`src/rtl/operand_gen_fwd_if.sv`:
```
// ---------------------------------------------------------------------------
// operand_gen_fwd_if
// Decode-side and ID->EX-side handshake bundle for operand_gen_fwd.
//   in_valid / in_ready        : decoded instruction handshake (upstream)
//   addr, op, funct, imm       : instruction PC and decoded fields
//   rs_addr, rt_addr           : source register indices
//   reg_data_1, reg_data_2     : register-file read data for rs / rt
//   out_valid / out_ready      : ID->EX pipeline slot handshake (downstream)
//   operand_1, operand_2       : registered operands presented to EX
// master = environment (decoder + EX stage), slave = operand generator.
// ---------------------------------------------------------------------------
interface operand_gen_fwd_if #(
  parameter int DATA_WIDTH = 32,
  parameter int REG_ADDR_W = 5
);
  logic                  in_valid;
  logic                  in_ready;
  logic [DATA_WIDTH-1:0] addr;
  logic [5:0]            op;
  logic [5:0]            funct;
  logic [15:0]           imm;
  logic [REG_ADDR_W-1:0] rs_addr;
  logic [REG_ADDR_W-1:0] rt_addr;
  logic [DATA_WIDTH-1:0] reg_data_1;
  logic [DATA_WIDTH-1:0] reg_data_2;
  logic                  out_valid;
  logic                  out_ready;
  logic [DATA_WIDTH-1:0] operand_1;
  logic [DATA_WIDTH-1:0] operand_2;

  modport master (
    output in_valid, addr, op, funct, imm, rs_addr, rt_addr,
           reg_data_1, reg_data_2, out_ready,
    input  in_ready, out_valid, operand_1, operand_2
  );

  modport slave (
    input  in_valid, addr, op, funct, imm, rs_addr, rt_addr,
           reg_data_1, reg_data_2, out_ready,
    output in_ready, out_valid, operand_1, operand_2
  );
endinterface

```
`src/rtl/operand_gen_fwd.sv`:
```
// ---------------------------------------------------------------------------
// operand_gen_fwd
// ID-stage operand generator with result forwarding and load-use stall.
// Resolves rs/rt against FWD_CH forwarding channels (channel 0 youngest),
// selects operand_1/operand_2 per opcode, and registers them into a
// valid/ready ID->EX slot.
//
// Ports:
//   clk, rst        : clock, synchronous active-high reset
//   bus (slave)     : decode handshake + fields, ID->EX handshake + operands
//   fwd_valid       : per-channel register-write valid
//   fwd_pending     : per-channel "data not yet available" (load in flight)
//   fwd_addr        : per-channel destination index, packed REG_ADDR_W each
//   fwd_data        : per-channel result, packed DATA_WIDTH each
//   stall           : combinational load-use stall
//   stall_cycles    : saturating stall-cycle counter (only with
//                     OPGEN_STALL_CNT_EN defined)
//
// Optional feature macro: OPGEN_STALL_CNT_EN
// ---------------------------------------------------------------------------
module operand_gen_fwd #(
  parameter int DATA_WIDTH = 32,
  parameter int FWD_CH     = 2,
  parameter int REG_ADDR_W = 5
) (
  input  logic                         clk,
  input  logic                         rst,
  operand_gen_fwd_if.slave             bus,
  input  logic [FWD_CH-1:0]            fwd_valid,
  input  logic [FWD_CH-1:0]            fwd_pending,
  input  logic [FWD_CH*REG_ADDR_W-1:0] fwd_addr,
  input  logic [FWD_CH*DATA_WIDTH-1:0] fwd_data,
  output logic                         stall
`ifdef OPGEN_STALL_CNT_EN
  ,
  output logic [31:0]                  stall_cycles
`endif
);

  localparam logic [5:0] OP_SPECIAL = 6'h00;
  localparam logic [5:0] OP_JAL     = 6'h03;
  localparam logic [5:0] OP_ADDIU   = 6'h09;
  localparam logic [5:0] OP_ANDI    = 6'h0C;
  localparam logic [5:0] OP_ORI     = 6'h0D;
  localparam logic [5:0] OP_LUI     = 6'h0F;
  localparam logic [5:0] OP_LB      = 6'h20;
  localparam logic [5:0] OP_LW      = 6'h23;
  localparam logic [5:0] OP_LBU     = 6'h24;
  localparam logic [5:0] OP_SB      = 6'h28;
  localparam logic [5:0] OP_SW      = 6'h2B;
  localparam logic [5:0] FN_JALR    = 6'h09;

  typedef struct packed {
    logic                  hazard;
    logic [DATA_WIDTH-1:0] value;
  } src_t;

  // Walk from oldest to youngest so the youngest matching channel is the
  // last writer; a younger non-pending match therefore masks an older
  // pending one.
  function automatic src_t resolve(
    input logic [REG_ADDR_W-1:0]        idx,
    input logic [DATA_WIDTH-1:0]        rf_data,
    input logic [FWD_CH-1:0]            f_valid,
    input logic [FWD_CH-1:0]            f_pending,
    input logic [FWD_CH*REG_ADDR_W-1:0] f_addr,
    input logic [FWD_CH*DATA_WIDTH-1:0] f_data
  );
    src_t res;
    res.hazard = 1'b0;
    res.value  = rf_data;
    if (idx != '0) begin
      for (int i = FWD_CH - 1; i >= 0; i--) begin
        if (f_valid[i] && (f_addr[i*REG_ADDR_W +: REG_ADDR_W] == idx)) begin
          res.hazard = f_pending[i];
          res.value  = f_data[i*DATA_WIDTH +: DATA_WIDTH];
        end
      end
    end
    return res;
  endfunction

  src_t                  rs_src;
  src_t                  rt_src;
  logic                  is_alu_mem;
  logic                  is_special;
  logic                  is_jalr;
  logic                  rs_used;
  logic                  rt_used;
  logic                  in_ready;
  logic                  capture;
  logic [DATA_WIDTH-1:0] link;
  logic [DATA_WIDTH-1:0] imm_sext;
  logic [DATA_WIDTH-1:0] imm_zext;
  logic [DATA_WIDTH-1:0] imm_hi;
  logic [DATA_WIDTH-1:0] op1_sel;
  logic [DATA_WIDTH-1:0] op2_sel;

  logic                  out_valid_q, out_valid_d;
  logic [DATA_WIDTH-1:0] operand_1_q, operand_1_d;
  logic [DATA_WIDTH-1:0] operand_2_q, operand_2_d;

  always_comb begin
    rs_src = resolve(bus.rs_addr, bus.reg_data_1, fwd_valid, fwd_pending,
                     fwd_addr, fwd_data);
    rt_src = resolve(bus.rt_addr, bus.reg_data_2, fwd_valid, fwd_pending,
                     fwd_addr, fwd_data);
  end

  always_comb begin
    is_alu_mem = 1'b0;
    case (bus.op)
      OP_ADDIU, OP_LUI, OP_ORI, OP_ANDI,
      OP_LB, OP_LW, OP_LBU, OP_SB, OP_SW: is_alu_mem = 1'b1;
      default:                            is_alu_mem = 1'b0;
    endcase
  end

  assign is_special = (bus.op == OP_SPECIAL);
  assign is_jalr    = is_special && (bus.funct == FN_JALR);
  // JALR links through operand_1, so its rs never reaches EX via this block.
  assign rs_used    = is_alu_mem || (is_special && !is_jalr);
  assign rt_used    = is_special;

  assign stall    = bus.in_valid &&
                    ((rs_used && rs_src.hazard) || (rt_used && rt_src.hazard));
  assign in_ready = !stall && (!out_valid_q || bus.out_ready);
  assign capture  = bus.in_valid && in_ready;

  assign link     = bus.addr + DATA_WIDTH'(8);
  assign imm_sext = {{(DATA_WIDTH-16){bus.imm[15]}}, bus.imm};
  assign imm_zext = {{(DATA_WIDTH-16){1'b0}}, bus.imm};
  assign imm_hi   = DATA_WIDTH'({bus.imm, 16'h0000});

  always_comb begin
    op1_sel = '0;
    op2_sel = '0;
    case (bus.op)
      OP_ADDIU, OP_LB, OP_LW, OP_LBU, OP_SB, OP_SW: begin
        op1_sel = rs_src.value;
        op2_sel = imm_sext;
      end
      OP_ANDI, OP_ORI: begin
        op1_sel = rs_src.value;
        op2_sel = imm_zext;
      end
      OP_LUI: begin
        op1_sel = rs_src.value;
        op2_sel = imm_hi;
      end
      OP_SPECIAL: begin
        op1_sel = is_jalr ? link : rs_src.value;
        op2_sel = rt_src.value;
      end
      OP_JAL: begin
        op1_sel = link;
      end
      default: begin
        op1_sel = '0;
        op2_sel = '0;
      end
    endcase
  end

  always_comb begin
    out_valid_d = out_valid_q;
    operand_1_d = operand_1_q;
    operand_2_d = operand_2_q;
    if (capture) begin
      out_valid_d = 1'b1;
      operand_1_d = op1_sel;
      operand_2_d = op2_sel;
    end else if (out_valid_q && bus.out_ready) begin
      out_valid_d = 1'b0;
    end
  end

  always_ff @(posedge clk) begin
    if (rst) begin
      out_valid_q <= 1'b0;
      operand_1_q <= '0;
      operand_2_q <= '0;
    end else begin
      out_valid_q <= out_valid_d;
      operand_1_q <= operand_1_d;
      operand_2_q <= operand_2_d;
    end
  end

  assign bus.in_ready  = in_ready;
  assign bus.out_valid = out_valid_q;
  assign bus.operand_1 = operand_1_q;
  assign bus.operand_2 = operand_2_q;

`ifdef OPGEN_STALL_CNT_EN
  logic [31:0] stall_cnt_q, stall_cnt_d;

  always_comb begin
    stall_cnt_d = stall_cnt_q;
    if (stall && (stall_cnt_q != 32'hFFFF_FFFF)) begin
      stall_cnt_d = stall_cnt_q + 32'd1;
    end
  end

  always_ff @(posedge clk) begin
    if (rst) begin
      stall_cnt_q <= '0;
    end else begin
      stall_cnt_q <= stall_cnt_d;
    end
  end

  assign stall_cycles = stall_cnt_q;
`endif

endmodule

```
`src/flat_wrapper.sv`:
```
// flat-port wrapper written by rule: the top's interface ports become plain ports
module operand_gen_fwd_flat 
#(
  parameter int DATA_WIDTH = 32,
  parameter int FWD_CH     = 2,
  parameter int REG_ADDR_W = 5
)
  (clk, rst, fwd_valid, fwd_pending, fwd_addr, fwd_data, stall, bus_in_valid, bus_addr, bus_op, bus_funct, bus_imm, bus_rs_addr, bus_rt_addr, bus_reg_data_1, bus_reg_data_2, bus_out_ready, bus_in_ready, bus_out_valid, bus_operand_1, bus_operand_2);
  operand_gen_fwd_if #(.DATA_WIDTH(DATA_WIDTH), .REG_ADDR_W(REG_ADDR_W)) bus_i ();
  input  logic clk;
  input  logic rst;
  input  logic [FWD_CH-1:0] fwd_valid;
  input  logic [FWD_CH-1:0] fwd_pending;
  input  logic [FWD_CH*REG_ADDR_W-1:0] fwd_addr;
  input  logic [FWD_CH*DATA_WIDTH-1:0] fwd_data;
  output logic stall;
  input wire logic [$bits(bus_i.in_valid)-1:0] bus_in_valid;
  input wire logic [$bits(bus_i.addr)-1:0] bus_addr;
  input wire logic [$bits(bus_i.op)-1:0] bus_op;
  input wire logic [$bits(bus_i.funct)-1:0] bus_funct;
  input wire logic [$bits(bus_i.imm)-1:0] bus_imm;
  input wire logic [$bits(bus_i.rs_addr)-1:0] bus_rs_addr;
  input wire logic [$bits(bus_i.rt_addr)-1:0] bus_rt_addr;
  input wire logic [$bits(bus_i.reg_data_1)-1:0] bus_reg_data_1;
  input wire logic [$bits(bus_i.reg_data_2)-1:0] bus_reg_data_2;
  input wire logic [$bits(bus_i.out_ready)-1:0] bus_out_ready;
  output wire logic [$bits(bus_i.in_ready)-1:0] bus_in_ready;
  output wire logic [$bits(bus_i.out_valid)-1:0] bus_out_valid;
  output wire logic [$bits(bus_i.operand_1)-1:0] bus_operand_1;
  output wire logic [$bits(bus_i.operand_2)-1:0] bus_operand_2;
  assign bus_i.in_valid = bus_in_valid;
  assign bus_i.addr = bus_addr;
  assign bus_i.op = bus_op;
  assign bus_i.funct = bus_funct;
  assign bus_i.imm = bus_imm;
  assign bus_i.rs_addr = bus_rs_addr;
  assign bus_i.rt_addr = bus_rt_addr;
  assign bus_i.reg_data_1 = bus_reg_data_1;
  assign bus_i.reg_data_2 = bus_reg_data_2;
  assign bus_i.out_ready = bus_out_ready;
  assign bus_in_ready = bus_i.in_ready;
  assign bus_out_valid = bus_i.out_valid;
  assign bus_operand_1 = bus_i.operand_1;
  assign bus_operand_2 = bus_i.operand_2;
  operand_gen_fwd #(.DATA_WIDTH(DATA_WIDTH), .FWD_CH(FWD_CH), .REG_ADDR_W(REG_ADDR_W)) u_core (.clk(clk), .rst(rst), .bus(bus_i), .fwd_valid(fwd_valid), .fwd_pending(fwd_pending), .fwd_addr(fwd_addr), .fwd_data(fwd_data), .stall(stall));
endmodule
```
`config.mk`:
```
export PLATFORM = sky130hd
export DESIGN_NAME = operand_gen_fwd_flat
export DESIGN_NICKNAME = d
export VERILOG_FILES = /design/src/rtl/operand_gen_fwd_if.sv /design/src/rtl/operand_gen_fwd.sv /design/src/flat_wrapper.sv
export SDC_FILE = /design/constraint.sdc
export NUM_CORES = 1
export LEC_CHECK = 0
export BUFFER_PORTS_ARGS = -buffer_cell sky130_fd_sc_hd__buf_2
export CORE_ASPECT_RATIO = 0.6
export CORE_UTILIZATION = 30
export CTS_CLUSTER_SIZE = 10
export DETAILED_ROUTE_END_ITERATION = 16
export GPL_ROUTABILITY_DRIVEN = 0
export PLACE_DENSITY_LB_ADDON = 0.1
export SLEW_MARGIN = 10
export SYNTH_ARGS = -nofsm -noshare
export SYNTH_HDL_FRONTEND = slang
export SYNTH_SLANG_ARGS = --single-unit
```
`constraint.sdc`:
```
create_clock -name clk -period 2.9 [get_ports clk]
set_input_delay 0.58 -clock clk [delete_from_list [all_inputs] [get_ports clk]]
set_output_delay 0.58 -clock clk [all_outputs]
set_load 0.01 [all_outputs]
```
==> Yosys cells after proc, flatten, opt, wreduce, memory -nomap -nowiden <==
Cells that the tools add are included.
{ "classes": {"bitwise": 0, "n_lt_le_gt_ge": 0, "shifts": 0, "n_div": 0, "n_addsub": 1, "n_mux": 12, "eq_ne": 15, "multipliers": 0, "reduce_logical": 25} }
{ "ops": {"columns": ["cell", "count"], "rows": [
  ["33-bit two-way mux", 6],
  ["32-bit one-hot mux with 4 select lines", 1],
  ["32-bit one-hot mux with 3 select lines", 1],
  ["32-bit by 4-bit adder with 32-bit output, second input constant", 1],
  ["32-bit two-way mux", 1],
  ["6-bit by 4-bit == test with 1-bit output, second input constant", 5],
  ["6-bit == test, second input constant", 5],
  ["5-bit == test", 4],
  ["1-bit logical AND", 12],
  ["5-bit nonzero test", 2],
  ["9-bit OR reduction", 1],
  ["6-bit by 2-bit == test with 1-bit output, second input constant", 1],
  ["6-bit zero test", 1],
  ["6-bit OR reduction", 1],
  ["1-bit zero test", 3],
  ["1-bit logical OR", 3],
  ["1-bit two-way mux", 3],
  ["2-bit nonzero test", 1],
  ["2-bit OR reduction", 1]
]} }
{ "totals": {"in_bits": 216, "mem_bits_rw": 0, "romBits": 0, "latch_bits": 0, "register_bits": 65, "mem_count": 0} }

==> Logic depth before layout (Yosys ltp) <==
Gate-level depths: netlist (run 1).
{ "logic_depth": {"depth_word": 12, "mapped_depth": 10} }

==> Worst setup path after synthesis (run 1) <==
OpenSTA, ideal clock, no wires.
{ "synth_timing": {"kind": "input-to-output", "startpoint": "input bus_op[3]", "endpoint": "output bus_in_ready", "cell_stages": 8, "required_ns": 2.320, "t_arrival_ns": 2.310, "slack_ns": 0.010, "n_path_buf": 1, "path_cell_list": "or4_1 -> buf_2 -> a211oi_2 -> a211oi_2 -> a211oi_4 -> a21o_1 -> and2_1 -> nor2b_1"} }
{ "synth_via": {"elab_chain_len": 10} }
{ "synth_rtl": {"columns": ["element", "line", "text"], "rows": [
  ["start, declared", "flat_wrapper.sv:19", "input wire logic [$bits(bus_i.op)-1:0] bus_op;"],
  ["branches (longest 6 deep; another with 9-bit OR reduction)", null, null],
  ["1-bit logical OR (*)", "operand_gen_fwd.sv:126", "((rs_used && rs_src.hazard) || (rt_used && rt_src.hazard));"],
  ["1-bit logical AND (*)", "operand_gen_fwd.sv:125", "assign stall = bus.in_valid &&"],
  ["net stall", "flat_wrapper.sv:16", "output logic stall;"],
  ["1-bit zero test (*)", "operand_gen_fwd.sv:127", "assign in_ready = !stall && (!out_valid_q || bus.out_ready);"],
  ["1-bit logical AND (*)", "operand_gen_fwd.sv:127", null],
  ["end, declared", "flat_wrapper.sv:27", "output wire logic [$bits(bus_i.in_ready)-1:0] bus_in_ready;"]
]} }
Mark *: on every way through the listed nets, which the timed path passes.

==> Worst setup path after layout (run 1) <==
{ "layout_timing": {"startpoint": "input fwd_addr[4]", "endpoint": "output bus_in_ready"} }
{ "layout_via": {"elab_chain_len": 9} }
{ "layout_rtl": {"columns": ["element", "line", "text"], "rows": [
  ["start, declared", "flat_wrapper.sv:14", "input logic [FWD_CH*REG_ADDR_W-1:0] fwd_addr;"],
  ["5-bit == test", "operand_gen_fwd.sv:74", "if (f_valid[i] && (f_addr[i*REG_ADDR_W +: REG_ADDR_W] == idx)) begin"],
  ["1-bit logical AND", "operand_gen_fwd.sv:74", null],
  ["33-bit two-way mux", "operand_gen_fwd.sv:74", null],
  ["33-bit two-way mux", "operand_gen_fwd.sv:72", "if (idx != '0) begin"],
  ["1-bit logical AND", "operand_gen_fwd.sv:126", null],
  ["1-bit logical OR (*)", "operand_gen_fwd.sv:126", null],
  ["1-bit logical AND (*)", "operand_gen_fwd.sv:125", null],
  ["1-bit zero test (*)", "operand_gen_fwd.sv:127", null],
  ["1-bit logical AND (*)", "operand_gen_fwd.sv:127", null]
]} }
Every way passes the cells marked *; elsewhere a longest branch is shown, timed or not.

==> results of run 1 <==
repair_timing:
action,in CTS,in global routing
gates resized for setup,5,3
setup buffers,1,0
pin swaps,6,0
setup endpoints to repair,1,13
hold endpoints to repair,0,0
final cells by class:
type                            instances  area [um2]  share of cell area
Antenna cell                            3        7.51            0.000979
Multi-Input combinational cell        506        3710               0.484
Clock buffer                           10         239              0.0312
Clock inverter                          6        88.8              0.0116
Inverter                                5        18.8             0.00245
Timing Repair Buffer                  346        2020               0.263
Sequential cell                        65        1300               0.170
Tap cell                              228         285              0.0372
cells by family after synthesis:
kind of cell | synth area share
simple gates | 0.194
compound gates | 0.300
flops | 0.251
mux | 0.125
buf+inv | 0.0497
xor+xnor | 0.0776
fa+ha+maj | 0.00241
through the flow:
stage                     setup WS, ns  cells  area (um2)
after global routing           -0.0629   1167        7660
after detailed placement        -0.220   1149        7280
after floorplan                 0.0101    626        5190
after CTS                      0.00858   1166        7630
after global placement          -0.166   1149        7280
final                           0.0207   1169        7660
metal layers:
layer / vias up / routed length (um)
li1: 3035 / -
met1: 2911 / 10600
met2: 247 / 10100
met3: 17 / 2020
met4: 4 / 113
met5: - / 27
state kept, by name, indices dropped and copies added, names as in the netlist:
name                  cells
u_core.bus.operand_1     32
u_core.bus.operand_2     32
u_core.bus.out_valid      1
cells in the mapped netlist (2+ instances only):
cell type                   number  area (um2)
sky130_fd_sc_hd__o21ai_0         9        45.0
sky130_fd_sc_hd__nand4_1        15        93.8
sky130_fd_sc_hd__nor2_1         45         169
sky130_fd_sc_hd__a21oi_1         5        25.0
sky130_fd_sc_hd__o22ai_1        11        68.8
sky130_fd_sc_hd__inv_1           5        18.8
sky130_fd_sc_hd__or3_1           2        12.5
sky130_fd_sc_hd__o211ai_1       23         173
sky130_fd_sc_hd__a22o_1         42         368
sky130_fd_sc_hd__nor4_1          4        25.0
sky130_fd_sc_hd__xor2_1         29         254
sky130_fd_sc_hd__a32oi_1        19         166
sky130_fd_sc_hd__and3_1          4        25.0
sky130_fd_sc_hd__nor2b_1         4        25.0
sky130_fd_sc_hd__or2_2           2        12.5
sky130_fd_sc_hd__xnor2_1        17         149
sky130_fd_sc_hd__buf_1           3        11.3
sky130_fd_sc_hd__nor2_4          2        22.5
sky130_fd_sc_hd__dfxtp_1        65        1300
sky130_fd_sc_hd__o21a_1         14         105
sky130_fd_sc_hd__buf_2          20         100
sky130_fd_sc_hd__a21o_1          2        15.0
sky130_fd_sc_hd__nand2_1        65         244
sky130_fd_sc_hd__or4_1           2        15.0
sky130_fd_sc_hd__nand2b_1        6        37.5
sky130_fd_sc_hd__and4_1          2        17.5
sky130_fd_sc_hd__o31ai_1        16         120
sky130_fd_sc_hd__mux2_2          8        90.1
sky130_fd_sc_hd__a211oi_1        6        45.0
sky130_fd_sc_hd__nand3_1        29         145
sky130_fd_sc_hd__buf_6           3        33.8
sky130_fd_sc_hd__nand3b_1        2        15.0
sky130_fd_sc_hd__mux2i_1        56         561
sky130_fd_sc_hd__clkbuf_1       23        86.3
sky130_fd_sc_hd__a211oi_2        6        75.1
sky130_fd_sc_hd__a311oi_1       15         131
sky130_fd_sc_hd__a211o_1         2        17.5
sky130_fd_sc_hd__and2_1          4        25.0
sky130_fd_sc_hd__nor3_1         12        60.1
sky130_fd_sc_hd__o2111ai_1      13         114
worst max-delay path: cells and delay by family:
| kind | cells | cell delay (ns) |
|---|---|---|
| AND/OR/NAND/NOR | 3 | 0.81 |
| AO/OA/AOI/OAI | 3 | 0.51 |
| buffers and inverters | 2 | 0.25 |
| XOR/XNOR | 1 | 0.15 |
power breakdown:
part           switching, uW  internal, uW
clock network            435           778
registers               13.4           919
logic                    356           301
worst max-delay path by stage:
stage	startpoint	depth (start not counted)	end
4_1_cts	bus_rs_addr[4]	9	bus_in_ready
3_5_place_dp	bus_rs_addr[2]	8	u_core.bus.operand_1[27]$_SDFFE_PP0P_
6_report	fwd_addr[4]	9	bus_in_ready
2_1_floorplan	bus_op[3]	8	bus_in_ready
3_3_place_gp	bus_rs_addr[2]	8	u_core.bus.operand_1[24]$_SDFFE_PP0P_
5_1_grt	fwd_addr[4]	9	bus_in_ready
==> qor_table.md, run 1 <==
| Item | Reported | Unit |
|:---|:---|:---|
| Busiest metal layer after global routing | met2 | - |
| Count of buffers inserted at the top-level ports | 282 | - |
| Vias after detailed routing | 6214 | - |
| Async SR Flop Fraction | 0 | - |
| Unrepaired setup endpoints after global routing | yes | - |
| Max-slew headroom at the worst pin | 0.537 | - |
| Count of final setup violators | 0 | - |
| Worst-case reg-to-reg path depth | 8 | - |
| Met3 usage | 0.0689 | - |
| Die width | 172 | um |
| Number of clock sinks seen by CTS | 65 | - |
| Largest vdd supply drop | 253 | uV |
| Routed wire length | 22900 | um |
| Placeable Area | 0.0166 | mm2 |
| Number of antenna violations at the first check in global routing | 5 | - |
| DRC | 0 | - |
| P per Cell Area | 365 | mW/mm2 |
| Endpoint arrival time on the critical path | 2.30 | ns |
| Number of max-cap violations | 0 | - |
| Average detailed-routed wire length per instance | 19.6 | um |
| Overflow left after global routing | 0 | - |
| Post-layout minimum cycle time | 2.88 | ns |
| Worst clock skew | 0.0101 | ns |
| Startpoint of the most critical register-to-register path | u_core.bus.out_valid$_SDFFE_PP0P_ | - |
| Remaining antenna violation count after routing | 0 | - |
| CP max stage delay | 0.56 | ns |
| HP Start | u_core.bus.operand_2[0]$_SDFFE_PP0P_ | - |
| IO Pins | 283 | - |
| Required time at the endpoint of the critical path | 2.32 | ns |
| Min-Delay Path Depth | 1 | - |
| Clock-pin slew on the worst setup and hold paths | 0.06 | ns |
| Max clock buf depth | 2 | - |
| Cells after Synth | 626 | - |
| Number of synthesized flops with an enable pin | 0 | - |
| Grt met2 use | 0.395 | - |
| GR met1 Demand/Resource | 0.346 | - |
| Final hold vios | 0 | - |
| Pin count of the biggest net entering global routing | 45 | - |
| Utilization after layout | 0.462 | - |
| Starting density of the core | 0.313 | - |
| Slew of the pin with the lowest slew margin | 0.694 | ns |
| DP HPWL | 18500 | um |
| Max frequency | 347 | MHz |
| Primary FF master, synth | sky130_fd_sc_hd__dfxtp_1 | - |
| P&R area growth vs syn | 47.7 | % |
| Root buf cell | sky130_fd_sc_hd__clkbuf_16 | - |
| Total number of H-tree levels | 3 | - |
| Summed instance area of the synthesized netlist | 0.00519 | mm2 |
| Setup crit end kind | output pin | - |
| Number of search-and-repair iterations in the first detailed-routing pass | 5 | - |
| Most frequent standard cell in the layout excluding fill and tap cells | sky130_fd_sc_hd__buf_2 | - |
| Hold buffer count at cts | 0 | - |
| #FFs+latches synth | 65 | - |
| Area enclosed by the die boundary | 0.0178 | mm2 |
| Post-synth cell types | 54 | - |
| Overall power | 2800 | uW |
| Leakage | 0.00330 | uW |
| Share of the clock period used by the worst path after layout | 0.993 | - |
| Mean number of vias per cell | 5.32 | - |
| Total global-route track usage | 0.250 | - |
| Start-to-end type of the worst setup path | in -> out | - |
| Worst-skew pair later-pin latency | 0.33 | ns |
| Endpoint of the lowest-slack register-to-register path | u_core.bus.operand_1[0]$_SDFFE_PP0P_ | - |
| Most frequent cells in the layout | sky130_fd_sc_hd__buf_2 (280), sky130_fd_sc_hd__nand2_1 (65), sky130_fd_sc_hd__dfxtp_1 (65), sky130_fd_sc_hd__mux2i_1 (56), sky130_fd_sc_hd__buf_4 (55) | - |
| CP Cell Sequence | buf_2 > xor2_1 > or4_4 > o2111ai_4 > a211oi_4 > a21o_1 > and2_4 > nor2b_1 > buf_2 | - |
| Max stage delay cell, worst path | sky130_fd_sc_hd__or4_4 | - |
| Iter 0 DRT Violations | 504 | - |
| Hold_ws | 0.472 | ns |
| Vias in the first global route | 5882 | - |
| Cell with the most instances on the worst path | sky130_fd_sc_hd__buf_2 | - |
| Die Height | 104 | um |
| Wire length of the first global-routing pass | 33800 | um |
| Count of final max-slew check failures | 0 | - |
| Number of buffers created by CTS | 9 | - |
| Share of cells above drive strength 1 | 0.420 | - |
| CTS tree | yes | - |
| Outcome | finished clean | - |
| Synth warn | 0 | - |
| Total negative setup slack | 0 | ns |
| Class of the most critical hold timing path | reg -> reg | - |
| Minimum setup slack among reg-to-reg paths | 0.95 | ns |
| Syn nets | 843 | - |
| Total number of placement rows | 36 | - |
| Final nets | 1150 | - |
| Launching element type of the critical path | primary input | - |
| Endpoint of the worst hold path | u_core.bus.operand_2[0]$_SDFFE_PP0P_ | - |
| Synthesized area per cell | 8.29 | um2 |
| Proportion of synthesized chip area in sequential cells | 0.251 | - |
| Largest fanout on the critical path | 2 | - |
| Count of filler cells inserted in the layout | 1747 | - |
(Power assumes the default switching activity.)
==> run 2, diff against run 1 <==
--- a/config.mk
+++ b/config.mk
@@ -5,6 +5,7 @@
 export SDC_FILE = /design/constraint.sdc
 export NUM_CORES = 1
 export LEC_CHECK = 0
+export ABC_AREA = 1
 export BUFFER_PORTS_ARGS = -buffer_cell sky130_fd_sc_hd__buf_2
 export CORE_ASPECT_RATIO = 0.6
 export CORE_UTILIZATION = 30
==> qor_table.md, run 2 <==
| Item | Reported | Unit | Change |
|:---|:---|:---|:---|
| Setup crit end kind | output pin | - |  |
| Count of filler cells inserted in the layout | 2452 | - | +40% |
| Count of final max-slew check failures | 0 | - | unchanged |
| Most area-hungry cell type in the Yosys netlist | sky130_fd_sc_hd__nand2_1 | - |  |
| Async SR Flop Fraction | 0 | - | unchanged |
| Start-to-end type of the worst setup path | in -> out | - |  |
| GR met1 Demand/Resource | 0.396 | - | +0.0501 |
| Largest fanout on the critical path | 4 | - | +2 |
| Commonest cells in the synthesized netlist | sky130_fd_sc_hd__nand2_1 (474), sky130_fd_sc_hd__nand3_1 (143), sky130_fd_sc_hd__inv_1 (127) | - |  |
| Most frequent standard cell in the layout excluding fill and tap cells | sky130_fd_sc_hd__nand2_1 | - |  |
| Met3 usage | 0.0602 | - | -0.00870 |
| Vias in the first global route | 7861 | - | +34% |
| Grt met2 use | 0.366 | - | -0.0291 |
| Post-synth cell types | 40 | - | -26% |
| Hold buffer count at cts | 0 | - | unchanged |
| Required time at the endpoint of the critical path | 2.32 | ns | about the same |
| Proportion of synthesized chip area in sequential cells | 0.195 | - | -0.0557 |
| Slew of the pin with the lowest slew margin | 0.550 | ns | -0.145 ns |
| Primary FF master, synth | sky130_fd_sc_hd__dfxtp_1 | - |  |
| Worst clock skew | 0.00398 | ns | -0.00611 ns |
| Number of clock sinks seen by CTS | 65 | - | unchanged |
| Final hold vios | 0 | - | unchanged |
| Die width | 195 | um | +13% |
| Busiest metal layer after global routing | met1 | - |  |
| Remaining antenna violation count after routing | 0 | - | unchanged |
| Post-layout minimum cycle time | 2.74 | ns | -0.136 ns |
| Overflow left after global routing | 0 | - | unchanged |
| Share of the clock period used by the worst path after layout | 0.946 | - | -0.0470 |
| Leakage | 0.00495 | uW | +50% |
| Number of buffers created by CTS | 9 | - | unchanged |
| Vias after detailed routing | 8217 | - | +32% |
| CTS tree | yes | - |  |
| Endpoint arrival time on the critical path | 2.16 | ns | -0.14 ns |
| P&R area growth vs syn | 30.8 | % |  |
| Worst-skew pair later-pin latency | 0.34 | ns | about the same |
| Max-slew headroom at the worst pin | 0.633 | - | +0.0964 |
| CP max stage delay | 0.34 | ns | -0.22 ns |
| Non-Filler Instances | 1717 | - | +47% |
| Overall power | 2970 | uW | +5.9% |
| Clock-pin slew on the worst setup and hold paths | 0.06 | ns | about the same |
| Number of search-and-repair iterations in the first detailed-routing pass | 5 | - | unchanged |
| Dominant cells by area after synthesis | sky130_fd_sc_hd__nand2_1 (27%), sky130_fd_sc_hd__dfxtp_1 (20%), sky130_fd_sc_hd__nand3_1 (11%), sky130_fd_sc_hd__nand2_4 (8.4%), sky130_fd_sc_hd__inv_1 (7.1%) | - |  |
| Cells after Synth | 1166 | - | +86% |
| Number of max-cap violations | 0 | - | unchanged |
| Unrepaired setup endpoints after global routing | no | - |  |
| Synth warn | 0 | - | unchanged |
| Final nets | 1644 | - | +43% |
| Total number of H-tree levels | 3 | - | unchanged |
| Number of synthesized flops with an enable pin | 0 | - | unchanged |
| Max clock buf depth | 2 | - | unchanged |
| Placeable Area | 0.0214 | mm2 | +29% |
| Average detailed-routed wire length per instance | 17.1 | um | -12% |
| Max frequency | 365 | MHz | +5.0% |
| Total global-route track usage | 0.260 | - | +0.00990 |
| Launching element type of the critical path | primary input | - |  |
| Class of the most critical hold timing path | reg -> reg | - |  |
| Starting density of the core | 0.312 | - | -0.00122 |
| Wire length of the first global-routing pass | 45500 | um | +35% |
| Largest vdd supply drop | 256 | uV | +1.2% |
| DRC | 0 | - | unchanged |
| Post-Place Cells | 1695 | - | +48% |
| Post-cts sizing count | 0 | - | -5 |
| Mean number of vias per cell | 4.79 | - | -10% |
| Area enclosed by the die boundary | 0.0229 | mm2 | +28% |
| Area of all sequential standard cells | 0.00130 | mm2 | unchanged |
| Setup repair bufs after CTS | 0 | - | -1 |
| Share of cells above drive strength 1 | 0.314 | - | -0.106 |
| Die Height | 118 | um | +13% |
| Most frequent cells in the layout | sky130_fd_sc_hd__nand2_1 (474), sky130_fd_sc_hd__buf_2 (281), sky130_fd_sc_hd__nand3_1 (143), sky130_fd_sc_hd__inv_1 (127), sky130_fd_sc_hd__dfxtp_1 (65) | - |  |
| IO Pins | 283 | - | unchanged |
| Count of final setup violators | 0 | - | unchanged |
| Syn nets | 1383 | - | +64% |
| Utilization after layout | 0.408 | - | -0.0544 |
| Multi-input gate area in the final layout | 0.00452 | mm2 | +22% |
| P per Cell Area | 340 | mW/mm2 | -7.0% |
| Root buf cell | sky130_fd_sc_hd__clkbuf_16 | - |  |
| Summed instance area of the synthesized netlist | 0.00667 | mm2 | +29% |
| Max stage delay cell, worst path | sky130_fd_sc_hd__nand3_1 | - |  |
| Total negative setup slack | 0 | ns | unchanged |
| Pin count of the biggest net entering global routing | 42 | - | -6.7% |
| Area share of the largest cell type after synthesis | 0.267 | - | +0.0160 |
| Total number of placement rows | 41 | - | +14% |
| CP Cell Sequence | buf_2 > nor3_1 > nand3_1 > nand2_1 > nor2_1 > nand2_1 > a21boi_0 > a21oi_1 > buf_2 | - |  |
| Most repeated cell in the gate-level netlist after synthesis | sky130_fd_sc_hd__nand2_1 | - |  |
| Number of antenna violations at the first check in global routing | 7 | - | +2 |
| Routed wire length | 29400 | um | +29% |
| DP HPWL | 23800 | um | +29% |
| Outcome | finished clean | - |  |
| Synthesized area per cell | 5.72 | um2 | -31% |
| Count of buffers inserted at the top-level ports | 282 | - | unchanged |
| Iter 0 DRT Violations | 684 | - | +36% |
| #FFs+latches synth | 65 | - | unchanged |
[run 2: cell types whose count changed after synthesis, moves of 43 or more]
cell / before / now
sky130_fd_sc_hd__nand2_1: 65 / 474
sky130_fd_sc_hd__nand2_4: 0 / 50
sky130_fd_sc_hd__nand3_1: 29 / 143
sky130_fd_sc_hd__a21oi_1: 5 / 48
sky130_fd_sc_hd__mux2i_1: 56 / 0
sky130_fd_sc_hd__a21oi_2: 0 / 50
sky130_fd_sc_hd__inv_1: 5 / 127
[run 2: worst paths after layout]
path | endpoint | from | cells after the start | slack [ns]
setup / recovery | bus_in_ready | bus_rt_addr[1] | 9 | 0.16
hold reg to reg | u_core.bus.operand_1[5]$_SDFFE_PP0P_ | u_core.bus.operand_1[5]$_SDFFE_PP0P_ | 2 | 0.46
hold / removal | u_core.bus.operand_1[5]$_SDFFE_PP0P_ | u_core.bus.operand_1[5]$_SDFFE_PP0P_ | 2 | 0.46
setup reg to reg | u_core.bus.operand_2[8]$_SDFFE_PP0P_ | u_core.bus.out_valid$_SDFFE_PP0P_ | 6 | 1.38
[run 2: routing by layer]
metal	part of all wire	wire length (um)	vias up
li1	-	-	4201
met1	0.52	15200	3680
met2	0.40	11700	308
met3	0.073	2160	26
met4	0.013	370	2
met5	0.00044	13	-
[run 2: area by class of cell]
class,count,share of cell area
diodes,6,0.00172
clock buffers,11,0.0267
inverters,136,0.0585
multi-input cells,909,0.518
clock inverters,5,0.0119
repair buffers,306,0.194
well taps,279,0.0400
flip-flops and latches,65,0.149
[run 2: worst max-delay path: cells and delay by family]
family / cells / cell delay [ns]
buf+inv: 2 / 0.26
compound gates: 2 / 0.36
simple gates: 5 / 0.96
[run 2: report_power, final]
| part | internal, uW | switching [uW] | total [uW] |
|---|---|---|---|
| sequential | 915 | 20.0 | 935 |
| combinational | 284 | 470 | 754 |
| clock | 841 | 436 | 1280 |
[run 2: metrics by stage]
stage | setup WS, ns | area (um2) | hold slack (ns)
3_3_place_gp | 0.173 | 8380 | 0.454
4_1_cts | 0.196 | 8710 | 0.469
3_5_place_dp | 0.203 | 8380 | 0.459
6_report | 0.157 | 8730 | 0.464
5_1_grt | 0.0199 | 8720 | 0.485
2_1_floorplan | 0.513 | 6670 | 0.488
[run 2: cells by family (layout without fill, tap and decap cells)]
logic type               after synthesis  count (layout)  synth area share
AO/OA/AOI/OAI                        140             140             0.138
XOR/XNOR                               2               2           0.00263
adder cells (fa/ha/maj)                1               1           0.00188
buffers and inverters                192             458             0.127
flip-flops                            65              65             0.195
other                                  0               6                 0
AND/OR/NAND/NOR                      766             766             0.535
==> run 3, diff against run 2 <==
==> constraint.sdc (replaced) <==
create_clock -name clk -period 3.1 [get_ports clk]
set_input_delay 0.62 -clock clk [delete_from_list [all_inputs] [get_ports clk]]
set_output_delay 0.62 -clock clk [all_outputs]
set_load 0.01 [all_outputs]
==> qor_table.md, run 3 (synthesis results as in run 2) <==
| Item | Reported | Unit | Change |
|:---|:---|:---|:---|
| Largest fanout on the critical path | 4 | - | unchanged |
| Total number of placement rows | 41 | - | unchanged |
| Leakage | 0.00488 | uW | -1.4% |
| Endpoint arrival time on the critical path | 2.19 | ns | +0.03 ns |
| Launching element type of the critical path | primary input | - |  |
| Share of the clock period used by the worst path after layout | 0.907 | - |  |
| Non-Filler Instances | 1713 | - | -0.23% |
| Routed wire length | 29300 | um | -0.58% |
| Die width | 195 | um | unchanged |
| Pin count of the biggest net entering global routing | 46 | - | +9.5% |
| Post-cts sizing count | 0 | - | unchanged |
| Number of search-and-repair iterations in the first detailed-routing pass | 5 | - | unchanged |
| Count of buffers inserted at the top-level ports | 282 | - | unchanged |
| Number of clock sinks seen by CTS | 65 | - | unchanged |
| CTS tree | yes | - |  |
| Setup repair bufs after CTS | 0 | - | unchanged |
| Start-to-end type of the worst setup path | in -> out | - |  |
| Post-layout minimum cycle time | 2.81 | ns |  |
| Worst clock skew | 0.00581 | ns | +0.00184 ns |
| Vias in the first global route | 7725 | - | -1.7% |
| Required time at the endpoint of the critical path | 2.48 | ns | +0.16 ns |
| Remaining antenna violation count after routing | 0 | - | unchanged |
| Iter 0 DRT Violations | 757 | - | +11% |
| Number of buffers created by CTS | 9 | - | unchanged |
| Number of max-cap violations | 0 | - | unchanged |
| Most frequent standard cell in the layout excluding fill and tap cells | sky130_fd_sc_hd__nand2_1 | - |  |
| Max-slew headroom at the worst pin | 0.636 | - | +0.00246 |
| Share of cells above drive strength 1 | 0.313 | - | -0.00100 |
| Count of final max-slew check failures | 0 | - | unchanged |
| P per Cell Area | 308 | mW/mm2 | -9.3% |
| Slew of the pin with the lowest slew margin | 0.542 | ns | -0.00820 ns |
| Die Height | 118 | um | unchanged |
| Placeable Area | 0.0214 | mm2 | unchanged |
| Unrepaired setup endpoints after global routing | no | - |  |
| DP HPWL | 23400 | um | -1.8% |
| DRC | 0 | - | unchanged |
| Max clock buf depth | 2 | - | unchanged |
| Total negative setup slack | 0 | ns | unchanged |
| Worst-skew pair later-pin latency | 0.35 | ns | about the same |
| Final hold vios | 0 | - | unchanged |
| Vias after detailed routing | 8158 | - | -0.72% |
| Mean number of vias per cell | 4.76 | - | -0.49% |
| Utilization after layout | 0.402 | - | -0.00602 |
| Max frequency | 356 | MHz |  |
| Area after detailed placement | 0.00828 | mm2 | -1.2% |
| Setup crit end kind | output pin | - |  |
| IO Pins | 283 | - | unchanged |
| Total global-route track usage | 0.259 | - | -0.000931 |
| Post-Layout Inst Area | 0.00860 | mm2 | -1.5% |
| P&R area growth vs syn | 28.9 | % |  |
| Clock-pin slew on the worst setup and hold paths | 0.06 | ns | about the same |
| Area enclosed by the die boundary | 0.0229 | mm2 | unchanged |
| Wire length of the first global-routing pass | 44900 | um | -1.3% |
| Average detailed-routed wire length per instance | 17.1 | um | -0.35% |
| Overflow left after global routing | 0 | - | unchanged |
| Most frequent cells in the layout | sky130_fd_sc_hd__nand2_1 (474), sky130_fd_sc_hd__buf_2 (281), sky130_fd_sc_hd__nand3_1 (143), sky130_fd_sc_hd__inv_1 (127), sky130_fd_sc_hd__dfxtp_1 (65) | - |  |
| Number of antenna violations at the first check in global routing | 8 | - | +1 |
| Root buf cell | sky130_fd_sc_hd__clkbuf_16 | - |  |
| Overall power | 2650 | uW | -11% |
| Count of final setup violators | 0 | - | unchanged |
| Final nets | 1639 | - | -0.30% |
| Largest vdd supply drop | 248 | uV | -3.4% |
| Total number of H-tree levels | 3 | - | unchanged |
| Starting density of the core | 0.312 | - | unchanged |
| Hold buffer count at cts | 0 | - | unchanged |
| Outcome | finished clean | - |  |
| Post-Place Cells | 1690 | - | -0.29% |
| Class of the most critical hold timing path | reg -> reg | - |  |
[run 3: final timing paths]
kind                                        start                               endpoint  slack (ns)  depth (start not counted)
max                                     bus_op[5]                           bus_in_ready        0.29                         10
min          u_core.bus.operand_1[3]$_SDFFE_PP0P_   u_core.bus.operand_1[3]$_SDFFE_PP0P_        0.46                          2
max reg2reg     u_core.bus.out_valid$_SDFFE_PP0P_  u_core.bus.operand_1[14]$_SDFFE_PP0P_        1.62                          6
min reg2reg  u_core.bus.operand_1[3]$_SDFFE_PP0P_   u_core.bus.operand_1[3]$_SDFFE_PP0P_        0.46                          2
[run 3: final cells by class]
class / instances / area, um2
Fill cell: 2489 / 12800
Multi-Input combinational cell: 909 / 4520
Timing Repair Buffer: 301 / 1590
Sequential cell: 65 / 1300
Inverter: 136 / 510
Tap cell: 279 / 349
Clock buffer: 10 / 239
Clock inverter: 6 / 66.3
Antenna cell: 7 / 17.5
[run 3: layer usage]
metal	share of wire	up-vias	GRT usage
met5	0.00044	-	0
met3	0.087	36	0.0719
met2	0.39	337	0.353
met1	0.51	3582	0.391
li1	-	4201	-
met4	0.018	2	0.0645
[run 3: worst max-delay path: stages]
cell	delay, ns
sky130_fd_sc_hd__buf_2	0.10
sky130_fd_sc_hd__nor2_1	0.27
sky130_fd_sc_hd__nand3_1	0.22
sky130_fd_sc_hd__inv_2	0.11
sky130_fd_sc_hd__nand2_1	0.05
sky130_fd_sc_hd__nor2_1	0.10
sky130_fd_sc_hd__nand2_1	0.11
sky130_fd_sc_hd__a21boi_0	0.38
sky130_fd_sc_hd__a21oi_1	0.07
sky130_fd_sc_hd__buf_2	0.15
[run 3: metrics by stage]
| stage | hold slack, ns | setup slack (ns) |
|---|---|---|
| floorplan | 0.488 | 0.633 |
| global placement | 0.453 | 0.343 |
| detailed placement | 0.453 | 0.336 |
| CTS | 0.462 | 0.326 |
| global route | 0.474 | 0.115 |
| finish | 0.461 | 0.289 |
[run 3: power by group]
| group | switching, uW | internal [uW] |
|---|---|---|
| Sequential | 18.2 | 855 |
| Combinational | 435 | 253 |
| Clock | 443 | 647 |
| Total | 896 | 1760 |
